===== src/rtl/fetch_unit.sv =====
// Instruction-fetch front end: loads the reset vector, then streams sequential bytes into a prefetch queue.
// Optional page-boundary pulse is enabled by defining FETCH_PAGE_CROSS_EN.
module fetch_unit #(
  parameter int                    ADDR_WIDTH   = 16,
  parameter int                    DATA_WIDTH   = 8,
  parameter logic [ADDR_WIDTH-1:0] RESET_VECTOR = 16'hFFFC,
  parameter int                    QUEUE_DEPTH  = 4
) (
  input  logic                  clk,
  input  logic                  rst,
  input  logic [DATA_WIDTH-1:0] data_read,
  input  logic                  ready,
  output logic [ADDR_WIDTH-1:0] address,
  output logic                  read_write,
  output logic [DATA_WIDTH-1:0] byte_out,
  output logic                  byte_valid,
  input  logic                  byte_take,
  output logic [ADDR_WIDTH-1:0] head_pc,
  input  logic                  flush,
  input  logic [ADDR_WIDTH-1:0] target,
  output logic                  page_cross
);

  typedef enum logic [1:0] {VEC_LO, VEC_HI, RUN} state_t;

  localparam int PW = $clog2(QUEUE_DEPTH);

  state_t                  state, state_next;
  logic [ADDR_WIDTH-1:0]   fetch_addr;
  logic [DATA_WIDTH-1:0]   vec_lo;
  logic [2*DATA_WIDTH-1:0] vec_word;
  logic [DATA_WIDTH-1:0]   q_data [QUEUE_DEPTH];
  logic [ADDR_WIDTH-1:0]   q_pc   [QUEUE_DEPTH];
  logic [PW-1:0]           rd_ptr, wr_ptr;
  logic [PW:0]             count;
  logic                    in_run, full, push, pop;

  assign read_write = 1'b1;
  assign in_run     = (state == RUN);
  assign full       = (count == (PW+1)'(QUEUE_DEPTH));
  assign byte_valid = (count != '0);
  // Flush wins over both queue operations in the same cycle.
  assign pop        = in_run && !flush && byte_take && byte_valid;
  assign push       = in_run && !flush && ready && (!full || pop);
  assign byte_out   = q_data[rd_ptr];
  assign head_pc    = q_pc[rd_ptr];
  assign vec_word   = {data_read, vec_lo};

  always_ff @(posedge clk or posedge rst) begin
    if (rst) state <= VEC_LO;
    else     state <= state_next;
  end

  always_comb begin
    state_next = state;
    address    = fetch_addr;
    case (state)
      VEC_LO: begin
        address = RESET_VECTOR;
        if (ready) state_next = VEC_HI;
      end
      VEC_HI: begin
        address = RESET_VECTOR + ADDR_WIDTH'(1);
        if (ready) state_next = RUN;
      end
      default: address = fetch_addr;
    endcase
  end

  // The size cast truncates or zero-extends the vector word to the address width.
  always_ff @(posedge clk or posedge rst) begin
    if (rst) begin
      fetch_addr <= '0;
      vec_lo     <= '0;
    end else begin
      case (state)
        VEC_LO: if (ready) vec_lo <= data_read;
        VEC_HI: if (ready) fetch_addr <= ADDR_WIDTH'(vec_word);
        default: begin
          if (flush)     fetch_addr <= target;
          else if (push) fetch_addr <= fetch_addr + ADDR_WIDTH'(1);
        end
      endcase
    end
  end

  always_ff @(posedge clk or posedge rst) begin
    if (rst) begin
      rd_ptr <= '0;
      wr_ptr <= '0;
      count  <= '0;
      for (int i = 0; i < QUEUE_DEPTH; i++) begin
        q_data[i] <= '0;
        q_pc[i]   <= '0;
      end
    end else if (in_run && flush) begin
      rd_ptr <= '0;
      wr_ptr <= '0;
      count  <= '0;
    end else begin
      if (push) begin
        q_data[wr_ptr] <= data_read;
        q_pc[wr_ptr]   <= fetch_addr;
        wr_ptr         <= wr_ptr + PW'(1);
      end
      if (pop) rd_ptr <= rd_ptr + PW'(1);
      case ({push, pop})
        2'b10:   count <= count + (PW+1)'(1);
        2'b01:   count <= count - (PW+1)'(1);
        default: count <= count;
      endcase
    end
  end

`ifdef FETCH_PAGE_CROSS_EN
  logic page_cross_q;

  // Pulses after fetching the last byte of a 256-byte page; redirects never pulse.
  always_ff @(posedge clk or posedge rst) begin
    if (rst) page_cross_q <= 1'b0;
    else     page_cross_q <= push && (fetch_addr[7:0] == 8'hFF);
  end

  assign page_cross = page_cross_q;
`else
  assign page_cross = 1'b0;
`endif

endmodule


===== config.mk =====
export PLATFORM = sky130hd
export DESIGN_NAME = fetch_unit
export DESIGN_NICKNAME = d
export VERILOG_FILES = /design/src/rtl/fetch_unit.sv
export SDC_FILE = /design/constraint.sdc
export NUM_CORES = 1
export LEC_CHECK = 0
export ABC_AREA = 1
export BUFFER_PORTS_ARGS = -buffer_cell sky130_fd_sc_hd__buf_2
export CORE_MARGIN = 1.5
export CORE_UTILIZATION = 61
export DETAILED_ROUTE_END_ITERATION = 10
export PLACE_DENSITY = 0.84
export SLEW_MARGIN = 30
export SYNTH_ARGS = -nofsm -noshare
export SYNTH_HDL_FRONTEND = slang
export SYNTH_SLANG_ARGS = --single-unit

===== constraint.sdc =====
create_clock -name clk -period 9.9 [get_ports clk]
set_clock_uncertainty 0.15 [all_clocks]
set_input_delay 0.495 -clock clk [delete_from_list [all_inputs] [get_ports clk]]
set_output_delay 0.495 -clock clk [all_outputs]
set_load 0.1 [all_outputs]

Yosys cells after proc, flatten, opt, wreduce, memory -nomap -nowiden
Cells that the tools add are included.
Storage, ports and cells
  memory bits (writable): 0
  flip-flop bits (word level): 129
  memories kept: 0
  logic and storage cells: 80
  latch bits: 0
  ROM bits: 0
  output and inout port bits: 43
Operators by class
  order comparisons: 3
  add/sub/neg operators: 5
  divide/modulo/power cells: 0
  shift-type cells: 0
  reduce and logical (&&, ||, !) cells: 21
  bitwise gates (word level): 4
  equality and inequality tests: 7
  multiply operators: 0
  muxes and demuxes: 26
Operators with widths (number)
  16-bit two-way mux: 6
  64-bit bitwise mux: 1
  16-bit one-hot mux with 2 select lines: 2
  16-bit binary-select mux with 2-bit select: 1
  32-bit bitwise mux: 1
  16-bit demux with 2-bit select: 1
  8-bit two-way mux: 3
  16-bit by 1-bit adder with 16-bit output (second input constant): 1
  8-bit binary-select mux with 2-bit select: 1
  8-bit demux with 2-bit select: 1
  2-bit two-way mux: 6
  3-bit nonzero test: 3
  1-bit logical AND: 7
  3-bit greater-or-equal comparator (second input constant): 2
  2-bit inverter with 3-bit output: 2
  3-bit one-hot mux with 2 select lines: 1
  3-bit AND reduction: 2
  2-bit nonzero test: 3
  2-bit by 1-bit adder with 2-bit output (second input constant): 2
  2-bit by 1-bit equality test with 1-bit output (second input constant): 2
  2-bit equality test (second input constant): 2
  2-bit inequality test (second input constant): 2
  2-bit one-hot mux with 2 select lines: 1
  2-bit AND reduction: 2
  other kinds (9): 11

Logic depth before layout (Yosys ltp)
  depth after elaboration: 9
  gate-level depth with buffers: 11

Least setup slack after synthesis
OpenSTA, ideal clock, no wires.
  kind: register to output
  start point: register state[1]
  end point: output port address[0]
  arrival: 2634 ps
  stages on the path, launching flop included: 4
  buffers on the path: 1
  setup slack: 6621 ps
  cells stage by stage: dfrtp_1 buf_4 inv_1 o21ai_0
Between the ends
  word-level cells in the longest chain between the ends: 2
  elaborated cells between the ends (all ways): 3
RTL lines
  start: declaration: line 28  | state_t state, state_next;
  start signal: assignment: line 51  | else state <= state_next;
  2-bit by 1-bit equality test with 1-bit output / 2-bit logical NOT (equally long branches): line 57  | case (state)
  16-bit one-hot mux with 2 select lines *: line 57
  end: declaration: line 13  | output logic [ADDR_WIDTH-1:0] address,
Every way passes the cells marked *; elsewhere a longest branch is shown, timed or not.

Worst setup path after layout
Same ends and word-level chain as after synthesis.

==> impl_metrics.json <==
{
  "timing.rr.end": "fetch_addr[7]",
  "finalHoldViolations": 0,
  "area_growth_pct": 13.0,
  "fin_crit_ns": 3.47,
  "synth-compound-area-share_pct": 21.3,
  "grt_usage_pct": 31.6,
  "cts_buffer_depth": 2,
  "synth_top_area_share_pct": 47.8,
  "instances_no_fill": 1005,
  "ys_seq_elements": 129,
  "start_kind": "flop",
  "die_w_um": 108,
  "dp_hpwl_um": 11400,
  "crit_end": "address[0]",
  "gp_congestion": 0.895,
  "overflow": 0,
  "ant_nets": 0,
  "core_area_mm2": 0.0108,
  "multiInputGateArea_mm2": 0.00305,
  "drt-total-wl_um": 17000,
  "r2r_setup_slack_ns": 7.23,
  "ys_async_sr_fraction_pct": 100,
  "clkTransAtPathRegs_ns": 0.06,
  "fin_nets": 888,
  "rsz0062_at_grt": "no",
  "maxCapViolations": 0,
  "synth_top_family_by_area": "simple AND/OR/NAND/NOR gates",
  "numPortBuffers": 69,
  "die_area_mm2": 0.0117,
  "seq_area_mm2": 0.00323,
  "synthAdderAreaFrac_pct": 1.22,
  "antenna_found_initial": 0,
  "cts.repair.resized": 0,
  "synthMuxAreaShare_pct": 0.315,
  "tightest_slew_ns": 0.837,
  "diodes": 0,
  "p_per_area_mw_per_mm2": 269,
  "ys_types": 37,
  "ys.flop_type": "dfrtp_1",
  "final.period_utilization_pct": 35.1,
  "dp_slack_ns": 7.02,
  "cp-startpoint": "state[1]",
  "yosysWarningCount": 0,
  "finalSetupViolCount": 0,
  "grt_pass1_wl_um": 28300,
  "start_util_pct": 62.3,
  "tns_ns": 0,
  "grt_pass1_vias": 5766,
  "fmax_mhz": 288,
  "cts_inserted_buffers": 17,
  "p_leak_uw": 0.00358,
  "cts_tree": "yes",
  "synth.yosys.seq_area_share_pct": 47.8,
  "synth-xor-area-share_pct": 0.518,
  "vias": 5954,
  "fill_cells": 815,
  "syn_nets": 844,
  "synth_edf_count": 0,
  "drive_gt1_share_pct": 15.7,
  "synthCells": 809,
  "yosys.area.top_type": "dfrtp_1",
  "status": "finished, final reports clean",
  "cts_hold_buffers": 1,
  "min_path_type": "in -> reg",
  "crit_type": "reg -> out",
  "place_inst": 973,
  "num_io_pins": 72,
  "relSlewSlack_pct": 44.0,
  "die_h_um": 108,
  "peakVddDrop_mv": 0.143,
  "cts_root_buf": "clkbuf_8",
  "grt_start_max_net_pins": 73,
  "rows": 38,
  "synth.cell_area_mm2": 0.00676,
  "avgSynthCellArea_um2": 8.35,
  "post_cts_buffers": 0,
  "setup_ws_ns": 6.43,
  "worstRegToRegCells": 7,
  "drt-initial-drc-count": 565,
  "vias_per_cell": 5.92,
  "final_core_util_pct": 70.5,
  "reg2reg_from": "state[1]",
  "htreeDepth": 4,
  "required_ns": 9.26,
  "drc": 0,
  "crit_arrival_ns": 2.83,
  "wire_per_inst_um": 17.0,
  "synth-simple-area-share_pct": 21.7,
  "dr.pass1.iters": 5,
  "ys_top_cells_by_area": "dfrtp_1 (48%), nand2_1 (11%), o21a_1 (9.0%), o21ai_0 (7.3%), nor2_1 (5.1%)",
  "slew_violations": 0,
  "worst_setup_path_end_kind": "primary output",
  "clock_latency_ns": 0.52,
  "clock-sinks": 129,
  "crit_fanout": 26,
  "holdWs_ns": 0.150
}
-- state kept, by name, summed over array words and instances, names as in the netlist --
name / cells
count: 3
fetch_addr: 16
q_data: 32
q_pc: 64
rd_ptr: 2
state: 2
vec_lo: 8
wr_ptr: 2
-- power breakdown --
group	switching, uW	leakage, uW	internal (uW)
sequential	99.4	0.00153	682
combinational	478	0.00177	166
clock	234	0.000282	396
total	812	0.00358	1240
-- metrics by stage --
step / power (uW) / area [um2]
floorplan: 1300 / 6760
global placement: 1400 / 7020
detailed placement: 1430 / 7020
CTS: 2060 / 7630
global route: 2140 / 7640
finish: 2060 / 7640
-- layout make-up --
class	count	share of cell area [%]
Sequential cell	129	42.3
Timing Repair Buffer	73	5.00
Clock inverter	12	2.10
Clock buffer	19	5.78
Inverter	51	2.60
Multi-Input combinational cell	581	40.0
Tap cell	140	2.29
-- worst min-delay path by stage --
stage / end / startpoint / cells after the start
2_1_floorplan: vec_lo[5] / vec_lo[5] / 2
3_3_place_gp: q_pc[24] / q_pc[24] / 1
3_5_place_dp: q_data[15] / q_data[15] / 1
4_1_cts: q_data[24] / data_read[0] / 3
5_1_grt: q_data[24] / data_read[0] / 3
6_report: q_data[24] / data_read[0] / 3
-- critical path, stage by stage (launching register included) --
cell     delay (ns)
dfrtp_1        0.78
inv_1          0.21
nand2_1        0.67
o21ai_0        0.27
buf_2          0.37
-- cells in the mapped netlist, types with 3 or more instances --
cell type / number
buf_4: 15
nand2_8: 3
o21a_1: 81
o22ai_1: 24
dfrtp_1: 129
a21oi_2: 6
nand2_1: 197
ha_1: 5
or2_2: 3
nand4_1: 4
xor2_1: 4
o21ai_0: 99
nor2_1: 91
o21ai_1: 4
nor2_2: 7
a21oi_1: 14
inv_1: 47
nor2_8: 5
o21bai_1: 3
nand3_1: 21
buf_2: 10
clkbuf_1: 19
-- logic make-up after synthesis --
family / Yosys count
and+or+nand+nor: 334
AOI/OAI and AO/OA: 233
DFF: 129
buffers and inverters: 99
adders and majority gates: 6
xor gates and xnor gates: 4
other: 2
muxes: 2
-- cells in the final DEF, fill, tap and decap left out, types with 4 or more instances in the layout --
cell type   netlist  final
a21oi_1          14     14
a21oi_2           6      6
buf_2            10     69
clkbuf_16         0     16
clkinv_4          0      4
clkinvlp_4        0      4
dfrtp_1         129    129
ha_1              5      5
inv_1            47     46
nand2_1         197    197
nand3_1          21     21
nand4_1           4      4
nor2_1           91     91
nor2_2            7      7
nor2_8            5      5
o21a_1           81     81
o21ai_0          99     99
o21ai_1           4      4
o22ai_1          24     24
xor2_1            4      4
-- per-layer routing --
metal	GRT usage, %	vias to the layer above	routed length [um]	share of wire (%)
li1	-	2750	-	-
met1	42.4	2866	7190	42
met2	50.6	296	8280	49
met3	6.33	42	1200	7.0
met4	13.1	0	373	2.2
met5	0	-	0	0
No activity file was read; power rests on OpenSTA's default activity.
